`config.mk`:
```
export PLATFORM = sky130hd
export DESIGN_NAME = shift_xfer_flat
export DESIGN_NICKNAME = d
export VERILOG_FILES = /design/src/rtl/shift_xfer_if.sv /design/src/rtl/shift_xfer.sv /design/src/flat_wrapper.sv
export SDC_FILE = /design/constraint.sdc
export NUM_CORES = 1
export LEC_CHECK = 0
export BUFFER_PORTS_ARGS = -buffer_cell sky130_fd_sc_hd__buf_2
export CORE_ASPECT_RATIO = 0.75
export CORE_MARGIN = 4
export CORE_UTILIZATION = 31
export CTS_CLUSTER_DIAMETER = 60
export CTS_CLUSTER_SIZE = 40
export DETAILED_ROUTE_END_ITERATION = 10
export MAX_ROUTING_LAYER = met4
export PLACE_DENSITY = 0.49
export SLEW_MARGIN = 15
export SYNTH_ARGS = -nofsm -noshare
export SYNTH_HDL_FRONTEND = slang
export SYNTH_SLANG_ARGS = --single-unit
```
`constraint.sdc`:
```
create_clock -name CLK -period 1.94 [get_ports CLK]
set_clock_uncertainty 0.1 [all_clocks]
set_input_delay 0.485 -clock CLK [delete_from_list [all_inputs] [get_ports CLK]]
set_output_delay 0.485 -clock CLK [all_outputs]
set_load 0.02 [all_outputs]
```
`src/rtl/shift_xfer_if.sv`:
```
// Parallel/serial transfer bus between a shift_xfer engine and its user.
interface shift_xfer_if #(
    parameter int unsigned WIDTH = 8
);
    logic             start;
    logic [WIDTH-1:0] D;
    logic             SI;
    logic             SO;
    logic [WIDTH-1:0] Q;
    logic             busy;
    logic             done;

    // User side: requests transfers and supplies the serial input.
    modport master (
        output start, D, SI,
        input  SO, Q, busy, done
    );

    // Engine side.
    modport slave (
        input  start, D, SI,
        output SO, Q, busy, done
    );
endinterface

```
`src/rtl/shift_xfer.sv`:
```
// Serial shifter: loads a parallel word, shifts it out on SO while shifting
// SI in, then presents the received word on Q with a one-cycle done pulse.
module shift_xfer #(
    parameter int unsigned WIDTH     = 8,
    parameter bit          MSB_FIRST = 1'b1
) (
    input  logic        CLK,
    input  logic        RSTb,
    shift_xfer_if.slave bus
);
    localparam int unsigned CW = $clog2(WIDTH + 1);

    localparam logic [1:0] S_IDLE  = 2'd0;
    localparam logic [1:0] S_SHIFT = 2'd1;
    localparam logic [1:0] S_DONE  = 2'd2;

    logic [1:0]       state, state_nxt;
    logic [WIDTH-1:0] sreg, sreg_nxt;
    logic [WIDTH-1:0] q_reg, q_nxt;
    logic [CW-1:0]    cnt, cnt_nxt;
    logic [WIDTH-1:0] sreg_shifted;

    // One-bit shift toward the output end, SI entering at the vacated end.
    always_comb begin
        if (MSB_FIRST) begin
            sreg_shifted = {sreg[WIDTH-2:0], bus.SI};
        end else begin
            sreg_shifted = {bus.SI, sreg[WIDTH-1:1]};
        end
    end

    // State register bank; reset discards any partial transfer.
    always_ff @(posedge CLK or negedge RSTb) begin
        if (!RSTb) begin
            state <= S_IDLE;
            sreg  <= '0;
            cnt   <= '0;
            q_reg <= '0;
        end else begin
            state <= state_nxt;
            sreg  <= sreg_nxt;
            cnt   <= cnt_nxt;
            q_reg <= q_nxt;
        end
    end

    // Transaction sequencing; cnt saturates at WIDTH-1 on the last shift.
    always_comb begin
        state_nxt = state;
        sreg_nxt  = sreg;
        cnt_nxt   = cnt;
        q_nxt     = q_reg;
        case (state)
            S_IDLE: begin
                if (bus.start) begin
                    sreg_nxt  = bus.D;
                    cnt_nxt   = '0;
                    state_nxt = S_SHIFT;
                end
            end
            S_SHIFT: begin
                sreg_nxt = sreg_shifted;
                if (cnt == CW'(WIDTH - 1)) begin
                    state_nxt = S_DONE;
                end else begin
                    cnt_nxt = cnt + CW'(1);
                end
            end
            S_DONE: begin
                q_nxt     = sreg;
                state_nxt = S_IDLE;
            end
            default: begin
                state_nxt = S_IDLE;
            end
        endcase
    end

    // Outputs decoded from state; SO is quiet outside SHIFT.
    assign bus.SO   = (state == S_SHIFT) ? (MSB_FIRST ? sreg[WIDTH-1] : sreg[0]) : 1'b0;
    assign bus.busy = (state != S_IDLE);
    assign bus.done = (state == S_DONE);
    assign bus.Q    = q_reg;
endmodule

```
`src/flat_wrapper.sv`:
```
// flat-port wrapper written by rule: the top's interface ports become plain ports
module shift_xfer_flat 
#(
    parameter int unsigned WIDTH     = 8,
    parameter bit          MSB_FIRST = 1'b1
)
  (CLK, RSTb, bus_start, bus_D, bus_SI, bus_SO, bus_Q, bus_busy, bus_done);
  shift_xfer_if #(.WIDTH(WIDTH)) bus_i ();
  input  logic CLK;
  input  logic RSTb;
  input wire logic [$bits(bus_i.start)-1:0] bus_start;
  input wire logic [$bits(bus_i.D)-1:0] bus_D;
  input wire logic [$bits(bus_i.SI)-1:0] bus_SI;
  output wire logic [$bits(bus_i.SO)-1:0] bus_SO;
  output wire logic [$bits(bus_i.Q)-1:0] bus_Q;
  output wire logic [$bits(bus_i.busy)-1:0] bus_busy;
  output wire logic [$bits(bus_i.done)-1:0] bus_done;
  assign bus_i.start = bus_start;
  assign bus_i.D = bus_D;
  assign bus_i.SI = bus_SI;
  assign bus_SO = bus_i.SO;
  assign bus_Q = bus_i.Q;
  assign bus_busy = bus_i.busy;
  assign bus_done = bus_i.done;
  shift_xfer #(.WIDTH(WIDTH), .MSB_FIRST(MSB_FIRST)) u_core (.CLK(CLK), .RSTb(RSTb), .bus(bus_i));
endmodule
```
==> results.yml, run 1 <==
run_status:
  status: "completed"
cells_and_area:
  nNetsFinal: 138
  n_antenna_cell: 0
  nFillCells: 325
  layout-drive-gt1-share: 0.371
  final_cells: 162
  area_growth_pct: 25.1
worst_setup_path:
  cp_max_fo: 11
  crit_slowest_cell: "dfrtp_2"
  setup.worst_path.end_class: "primary output"
  critPathKind: "reg -> out"
  cp-start-kind: "flop"
  crit_family: "flip-flops"
  critPathArrivalTime_ns: 1.22
  cp_num_buf_inv: 1
  slowest_delay_ns: 0.50
  path_cells: "or2_2, buf_2"
  worstPathRequired_ns: 1.35
detailed_routing:
  vias: 843
  drcViolationCount: 0
  totalWireLength_mm: 2.43
  drt-pass1-iter-count: 4
  wl_per_cell_um: 15.0
  avgViaCountPerCell: 5.20
  antenna_left: 0
  drt-initial-drc-count: 43
clock_tree:
  cts_made_buffers: 3
  clk_latency_ns: 0.26
  cts_tree: "done"
  post_cts_buffers: 0
  cts.sinks: 22
  cts_buffer_depth: 2
  path_clk_slew_ns: 0.08
  post_cts_resize_count: 0
  cts_max_level: 1
  cts-root-buf: "clkbuf_8"
  hold_buffers: 0
logic_synthesis:
  syn-num-nets: 109
  synth_ff_type: "dfrtp_1"
  async_flop_share: 1.00
  synth_area_leaders: "dfrtp_1 53%, mux2_2 8.7%, a22oi_1 6.5%"
  postSynthAreaPerCell_um2: 10.8
  synth_top_cell_area_share: 0.533
  synth.cell_area_mm2: 0.00103
  syn-instance-count: 96
  yosysMostFrequentCell: "dfrtp_1"
  ys_seq_area_frac: 0.533
  yosys_warnings: 0
  synth_commonest_cells: "22 x dfrtp_1, 10 x nor2b_1, 10 x o21ai_0, 9 x a21oi_1, 9 x a22oi_1"
  yosys.area.top_type: "dfrtp_1"
  synth.distinct_cells: 23
  ys_ff_latch: 22
  synth-edff-count: 0
timing:
  worst_pin_slew_ns: 0.514
  slew_headroom: 0.657
  post-route-period-util: 0.929
  setup_viol_count_final: 0
  setup_tns_ns: 0
  max_freq_mhz: 555
  report.final.slew_viol_count: 0
  hold_viol: 0
  rsz0062_at_grt: "false"
  fin_crit_ns: 1.80
power_and_ir_drop:
  max-vdd-ir-drop_v: 0.000637
  power_density_mw_per_mm2: 1520
  leakage_nw: 0.626
placed_design:
  dpl.hpwl_mm: 1.71
  portBuffers: 22
  gp_congestion: 0.730
  dp.cells: 158
die:
  io_pins: 23
  start_util: 0.337
  die_w_um: 74.6
  rows: 17
  die_area_mm2: 0.00433
  die_h_um: 58.0
  core_area_mm2: 0.00306
global_route:
  antenna_found_initial: 0
  grt_pass1_wl_mm: 4.15
  grt_max_degree: 23
  first_global_vias: 824
  gr-usage-all-layers: 0.130
  gr-total-overflow: 0
min_path:
  hp-class: "in -> async"
run:
  maxCapViolCount: 0
==> metrics by stage <==
stage          utilization  cell area (um2)  total power (W)  setup WS [ns]  hold slack, ns
6_report             0.422             1290          0.00196          0.137          0.0833
5_1_grt              0.422             1290          0.00213         0.0467           0.116
4_1_cts              0.421             1290          0.00198         0.0769          0.0992
3_5_place_dp         0.397             1220          0.00154          0.202           0.390
3_3_place_gp         0.397             1220          0.00153          0.359           0.381
2_1_floorplan            -             1030          0.00129          0.367          0.0894
==> placed cells by master, fill, tap and decap left out <==
cell type | netlist | layout
o41ai_1 | 1 | 1
o211ai_1 | 1 | 1
dfrtp_1 | 22 | 20
or2_2 | 1 | 1
nand4_1 | 1 | 1
bufinv_16 | 0 | 1
o311ai_0 | 1 | 1
and2_2 | 2 | 2
a21oi_1 | 9 | 9
and3_1 | 1 | 1
nor2b_1 | 10 | 10
a22oi_1 | 9 | 9
buf_4 | 0 | 6
nand3_1 | 3 | 3
o21bai_1 | 1 | 1
mux2_2 | 8 | 8
clkbuf_8 | 0 | 3
o21ai_0 | 10 | 10
buf_2 | 2 | 22
or2_1 | 1 | 1
and3b_4 | 1 | 1
dfrtp_2 | 0 | 2
nand2_1 | 4 | 4
ha_1 | 1 | 1
inv_1 | 4 | 4
and2_1 | 1 | 1
==> where the power goes <==
part / internal (W) / total, W / switching, W
Clock: 0.000276 / 0.000428 / 0.000152
Combinational: 0.000340 / 0.000712 / 0.000371
Sequential: 0.000647 / 0.000823 / 0.000177
Total: 0.00126 / 0.00196 / 0.000700
==> state kept, by name, indices dropped and copies added, names as in the netlist <==
name / count
u_core.sreg: 8
u_core.cnt: 4
u_core.bus.Q: 8
u_core.state: 2
==> worst reg2reg max path: cells and delay by family (launching register included) <==
kind                     cells  cell delay, ns
AND/OR/NAND/NOR              2            0.46
flip-flops                   1            0.44
AO/OA/AOI/OAI                1            0.32
adder cells (fa/ha/maj)      1            0.26
==> logic make-up (layout without fill, tap and decap cells) <==
kind of cell	count (synthesis)	count (layout)	share of synthesized area
mux	8	8	0.0873
fa+ha+maj	1	1	0.0121
simple gates	25	25	0.147
compound gates	32	32	0.189
flops	22	22	0.533
buf+inv	8	36	0.0315
==> final timing paths <==
check | startpoint | end | slack [ns] | cells after the start
setup / recovery | u_core.state[1]$_DFFE_PN0P_ | bus_busy | 0.14 | 2
hold / removal | RSTb | u_core.bus.Q[4]$_DFFE_PN0P_ | 0.08 | 1
setup reg to reg | u_core.cnt[0]$_DFFE_PN0P_ | u_core.cnt[0]$_DFFE_PN0P_ | 0.23 | 4
hold reg to reg | u_core.bus.Q[4]$_DFFE_PN0P_ | u_core.bus.Q[4]$_DFFE_PN0P_ | 0.40 | 1
max in group asynchronous | RSTb | u_core.state[0]$_DFFE_PN0P_ | 1.29 | 1
min in group CLK | bus_SI | u_core.sreg[0]$_DFFE_PN0P_ | 0.36 | 3
==> cell type report <==
class / count / area (um2) / area share
clock inverter: 1 / 30.0 / 0.0233
inverter: 4 / 15.0 / 0.0116
multi-input combinational: 66 / 449 / 0.348
clock buffer: 3 / 41.3 / 0.0320
timing repair buffer: 28 / 155 / 0.120
sequential: 22 / 553 / 0.428
tap: 38 / 47.5 / 0.0368
==> layer usage <==
metal / global-route usage / part of all wire
met2: 0.186 / 0.44
met3: 0.0364 / 0.059
met1: 0.183 / 0.50
met5: - / 0
met4: 0.0254 / 0.0049
(Power assumes the default switching activity.)
==> inputs of run 2 (changes only) <==
CORE_ASPECT_RATIO = default   (was 0.75)
==> run 2 against run 1 <==
Die area down 0.22%; worst hold slack got worse by 0.069 ns; highest routed layer unchanged; utilization shrank 1.0 points; global-route usage increased by 0.33 points; combinational power grew 2%; via count down 0.83%.
==> results.yml, run 2 (synthesis results as in run 1) <==
run_status:
  status: "completed"
worst_setup_path:
  worstPathRequired_ns: 1.35
  rr_endpoint: "u_core.cnt[3]$_DFFE_PN0P_"
  cp-start-kind: "flop"
  setup.worst_path.end_class: "primary output"
  critPathArrivalTime_ns: 1.28
  ff2ff_path_depth: 4
  critPathKind: "reg -> out"
  r2r_start: "u_core.cnt[0]$_DFFE_PN0P_"
  cp_max_fo: 9
  setup.worst_path.end: "bus_SO"
  critPathLaunch: "u_core.state[0]$_DFFE_PN0P_"
  ff2ff_setup_slack_ns: 0.26
global_route:
  gr-total-overflow: 0
  grt_pass1_wl_mm: 4.28
  gr-usage-all-layers: 0.133
  first_global_vias: 894
  grt_max_degree: 23
  antenna_found_initial: 0
detailed_routing:
  totalWireLength_mm: 2.40
  wl_per_cell_um: 14.2
  antenna_left: 0
  vias: 836
  drt-pass1-iter-count: 4
  avgViaCountPerCell: 4.95
  drt-initial-drc-count: 35
  drcViolationCount: 0
die:
  core_area_mm2: 0.00313
  die_h_um: 65.7
  io_pins: 23
  die_area_mm2: 0.00432
  rows: 20
  start_util: 0.330
  die_w_um: 65.7
run:
  maxCapViolCount: 0
clock_tree:
  cts.sinks: 22
  clk_latency_ns: 0.31
  path_clk_slew_ns: 0.13
  hold_buffers: 0
  cts-root-buf: "clkbuf_4"
  cts_tree: "done"
  cts_made_buffers: 3
  cts_max_level: 1
  cts_buffer_depth: 2
cells_and_area:
  finish.utilization: 0.412
  nNetsFinal: 139
  final_area_mm2: 0.00129
  n_antenna_cell: 0
  area_growth_pct: 24.7
  mostFrequentLayoutCell: "buf_2"
  final_cell_mix: "22 x buf_2, 20 x dfrtp_1, 10 x nor2b_1, 10 x o21ai_0"
  layout-drive-gt1-share: 0.376
timing:
  max_freq_mhz: 537
  setup_tns_ns: 0
  setup_viol_count_final: 0
  hold_viol: 0
  slew_headroom: 0.663
  post-route-period-util: 0.959
  whs_ns: 0.0140
  fin_crit_ns: 1.86
  worst_pin_slew_ns: 0.506
  setup_slack_ns: 0.0791
  rsz0062_at_grt: "false"
  report.final.slew_viol_count: 0
power_and_ir_drop:
  max-vdd-ir-drop_v: 0.000665
  power_density_mw_per_mm2: 1470
  leakage_nw: 0.624
placed_design:
  portBuffers: 22
  placed_cell_area_mm2: 0.00122
  dpl.hpwl_mm: 1.66
  gp_congestion: 0.808
  dp_worst_setup_slack_ns: 0.269
min_path:
  hp-class: "in -> async"
[run 2: changes by cell type in the layout (fill, tap and decap cells not counted)]
cell / previous run / this run
buf_4: 6 / 7
clkbuf_8: 3 / 0
clkbuf_4: 0 / 3
[run 2: worst min path at each step]
stage / slack [ns] / cells past startpoint / endpoint / from
CTS: 0.03 / 1 / u_core.cnt[2]$_DFFE_PN0P_ / RSTb
floorplan: 0.09 / 0 / u_core.bus.Q[0]$_DFFE_PN0P_ / RSTb
finish: 0.01 / 1 / u_core.bus.Q[1]$_DFFE_PN0P_ / RSTb
global placement: 0.38 / 1 / u_core.bus.Q[2]$_DFFE_PN0P_ / u_core.bus.Q[2]$_DFFE_PN0P_
global route: 0.03 / 1 / u_core.bus.Q[1]$_DFFE_PN0P_ / RSTb
detailed placement: 0.39 / 1 / u_core.sreg[1]$_DFFE_PN0P_ / RSTb
[run 2: per-layer routing]
metal	vias to the layer above	part of all wire	GRT usage	wire length, um
met5	-	0	-	0
met3	2	0.046	0.0393	111
li1	402	-	-	-
met4	0	0.0087	0.0311	21
met2	18	0.45	0.198	1080
met1	414	0.50	0.179	1190
[run 2: report_power, final]
part | switching [W] | internal (W) | leakage [nW] | total [W]
clock network | 0.000147 | 0.000209 | 0.0279 | 0.000356
registers | 0.000170 | 0.000645 | 0.276 | 0.000815
logic | 0.000374 | 0.000349 | 0.320 | 0.000723
total | 0.000691 | 0.00120 | 0.624 | 0.00189
[run 2: metrics by stage]
stage / power, W / std cells
6_report: 0.00189 / 169
5_1_grt: 0.00206 / 169
4_1_cts: 0.00190 / 167
3_5_place_dp: 0.00154 / 163
3_3_place_gp: 0.00152 / 163
2_1_floorplan: 0.00129 / 96
[run 2: worst max-delay path, stage by stage, from the launching register on]
cell     delay, ns
dfrtp_2       0.49
nor2b_1       0.16
and2_1        0.16
buf_2         0.16
[run 2: layout make-up]
class                   instances  area [um2]
fillers                       338        1840
flip-flops and latches         22         553
multi-input cells              66         449
repair buffers                 29         163
well taps                      44        55.1
clock inverters                 1        30.0
clock buffers                   3        22.5
inverters                       4        15.0
[run 2: what timing repair did]
action                                  4_1_cts  5_1_grt
endpoints found under the setup margin        0        3
buffers inserted                              0        2
gates resized for setup                       0        2
==> inputs of run 3 (changes only) <==
CTS_BUF_LIST = sky130_fd_sc_hd__clkbuf_8   (was default)
MAX_ROUTING_LAYER = default   (was met4)
==> run 3 against run 2 <==
Register-to-register slack about the same; combinational power down 3.0%; worst hold slack better by 0.065 ns; global-route usage down 0.45 points; routed wire length down 0.79%; sequential power about the same; sequential share of layout area down 0.24 points; largest cell class unchanged.
==> results.yml, run 3 (synthesis results as in run 1) <==
power_and_ir_drop:
  leakage_nw: 0.623
  power_density_mw_per_mm2: 1510
  max-vdd-ir-drop_v: 0.000662
worst_setup_path:
  crit_family: "flip-flops"
  critPathArrivalTime_ns: 1.26
  setup.worst_path.end_class: "primary output"
  path_cells: "nor2b_1, and2_1, buf_2"
  worstPathRequired_ns: 1.35
  cp-start-kind: "flop"
  critPathKind: "reg -> out"
  cp_num_buf_inv: 1
  slowest_delay_ns: 0.49
  cp_max_fo: 9
  crit_slowest_cell: "dfrtp_1"
global_route:
  grt_pass1_wl_mm: 4.24
  antenna_found_initial: 0
  grt_max_degree: 23
  gr-total-overflow: 0
  gr-usage-all-layers: 0.129
  first_global_vias: 887
die:
  die_w_um: 65.7
  die_area_mm2: 0.00432
  start_util: 0.330
  io_pins: 23
  core_area_mm2: 0.00313
  rows: 20
  die_h_um: 65.7
clock_tree:
  cts_max_level: 1
  hold_buffers: 0
  cts.sinks: 22
  cts_tree: "done"
  path_clk_slew_ns: 0.08
  cts-root-buf: "clkbuf_8"
  post_cts_buffers: 0
  clk_latency_ns: 0.26
  cts_made_buffers: 3
  post_cts_resize_count: 0
  cts_buffer_depth: 2
run_status:
  status: "completed"
timing:
  setup_tns_ns: 0
  whs_ns: 0.0788
  slew_headroom: 0.663
  hold_viol: 0
  report.final.slew_viol_count: 0
  worst_pin_slew_ns: 0.506
  rsz0062_at_grt: "false"
  post-route-period-util: 0.951
  max_freq_mhz: 542
  fin_crit_ns: 1.85
  setup_viol_count_final: 0
cells_and_area:
  layout-drive-gt1-share: 0.350
  final_cells: 167
  area_growth_pct: 24.8
  final_cell_mix: "22 x buf_2, 22 x dfrtp_1, 10 x nor2b_1, 10 x o21ai_0"
  nNetsFinal: 137
  n_antenna_cell: 0
detailed_routing:
  wl_per_cell_um: 14.3
  antenna_left: 0
  drcViolationCount: 0
  drt-initial-drc-count: 31
  totalWireLength_mm: 2.39
  drt-pass1-iter-count: 4
  vias: 829
  avgViaCountPerCell: 4.96
min_path:
  hp-class: "in -> async"
placed_design:
  dpl.hpwl_mm: 1.66
  dp.cells: 163
  portBuffers: 22
  gp_congestion: 0.796
run:
  maxCapViolCount: 0
-- run 3: cell count changes in the layout (fill, tap and decap cells not counted), sizes merged --
cell  before  now
buf       29   27
-- run 3: report_power, final --
part	total (W)	internal, W	switching, W	leakage (nW)
clock network	0.000428	0.000276	0.000153	0.0357
logic	0.000701	0.000337	0.000364	0.309
registers	0.000815	0.000644	0.000171	0.279
total	0.00194	0.00126	0.000688	0.623
-- run 3: area by class of cell --
cell class,count,area [um2]
Clock buffer,3,41.3
Clock inverter,1,30.0
Fill cell,336,1840
Inverter,4,15.0
Multi-Input combinational cell,66,449
Sequential cell,22,551
Tap cell,44,55.1
Timing Repair Buffer,27,148
-- run 3: worst paths after layout --
check                                               to                   startpoint  depth (start not counted)  slack, ns
max reg2reg                  u_core.cnt[3]$_DFFE_PN0P_    u_core.cnt[0]$_DFFE_PN0P_                          4       0.27
max                                             bus_SO  u_core.state[0]$_DFFE_PN0P_                          3       0.09
max in group asynchronous   u_core.sreg[7]$_DFFE_PN0P_                         RSTb                          1       1.32
min in group CLK            u_core.sreg[0]$_DFFE_PN0P_                       bus_SI                          3       0.35
min                        u_core.bus.Q[1]$_DFFE_PN0P_                         RSTb                          1       0.08
min reg2reg                u_core.bus.Q[4]$_DFFE_PN0P_  u_core.bus.Q[4]$_DFFE_PN0P_                          1       0.40
-- run 3: per-stage QoR --
stage	power, W	utilization	worst slack, ns	cell area (um2)
after floorplan	0.00129	-	0.367	1030
after global placement	0.00152	0.389	0.355	1220
after detailed placement	0.00154	0.389	0.269	1220
after CTS	0.00198	0.412	0.0734	1290
after global routing	0.00212	0.412	0.0203	1290
final	0.00194	0.412	0.0948	1290
-- run 3: per-layer routing --
layer	GRT usage	routed length, um	share of wire
met4	0.0233	19	0.0080
met2	0.199	1080	0.45
met3	0.0410	112	0.047
met1	0.176	1170	0.49
met5	0	0	0
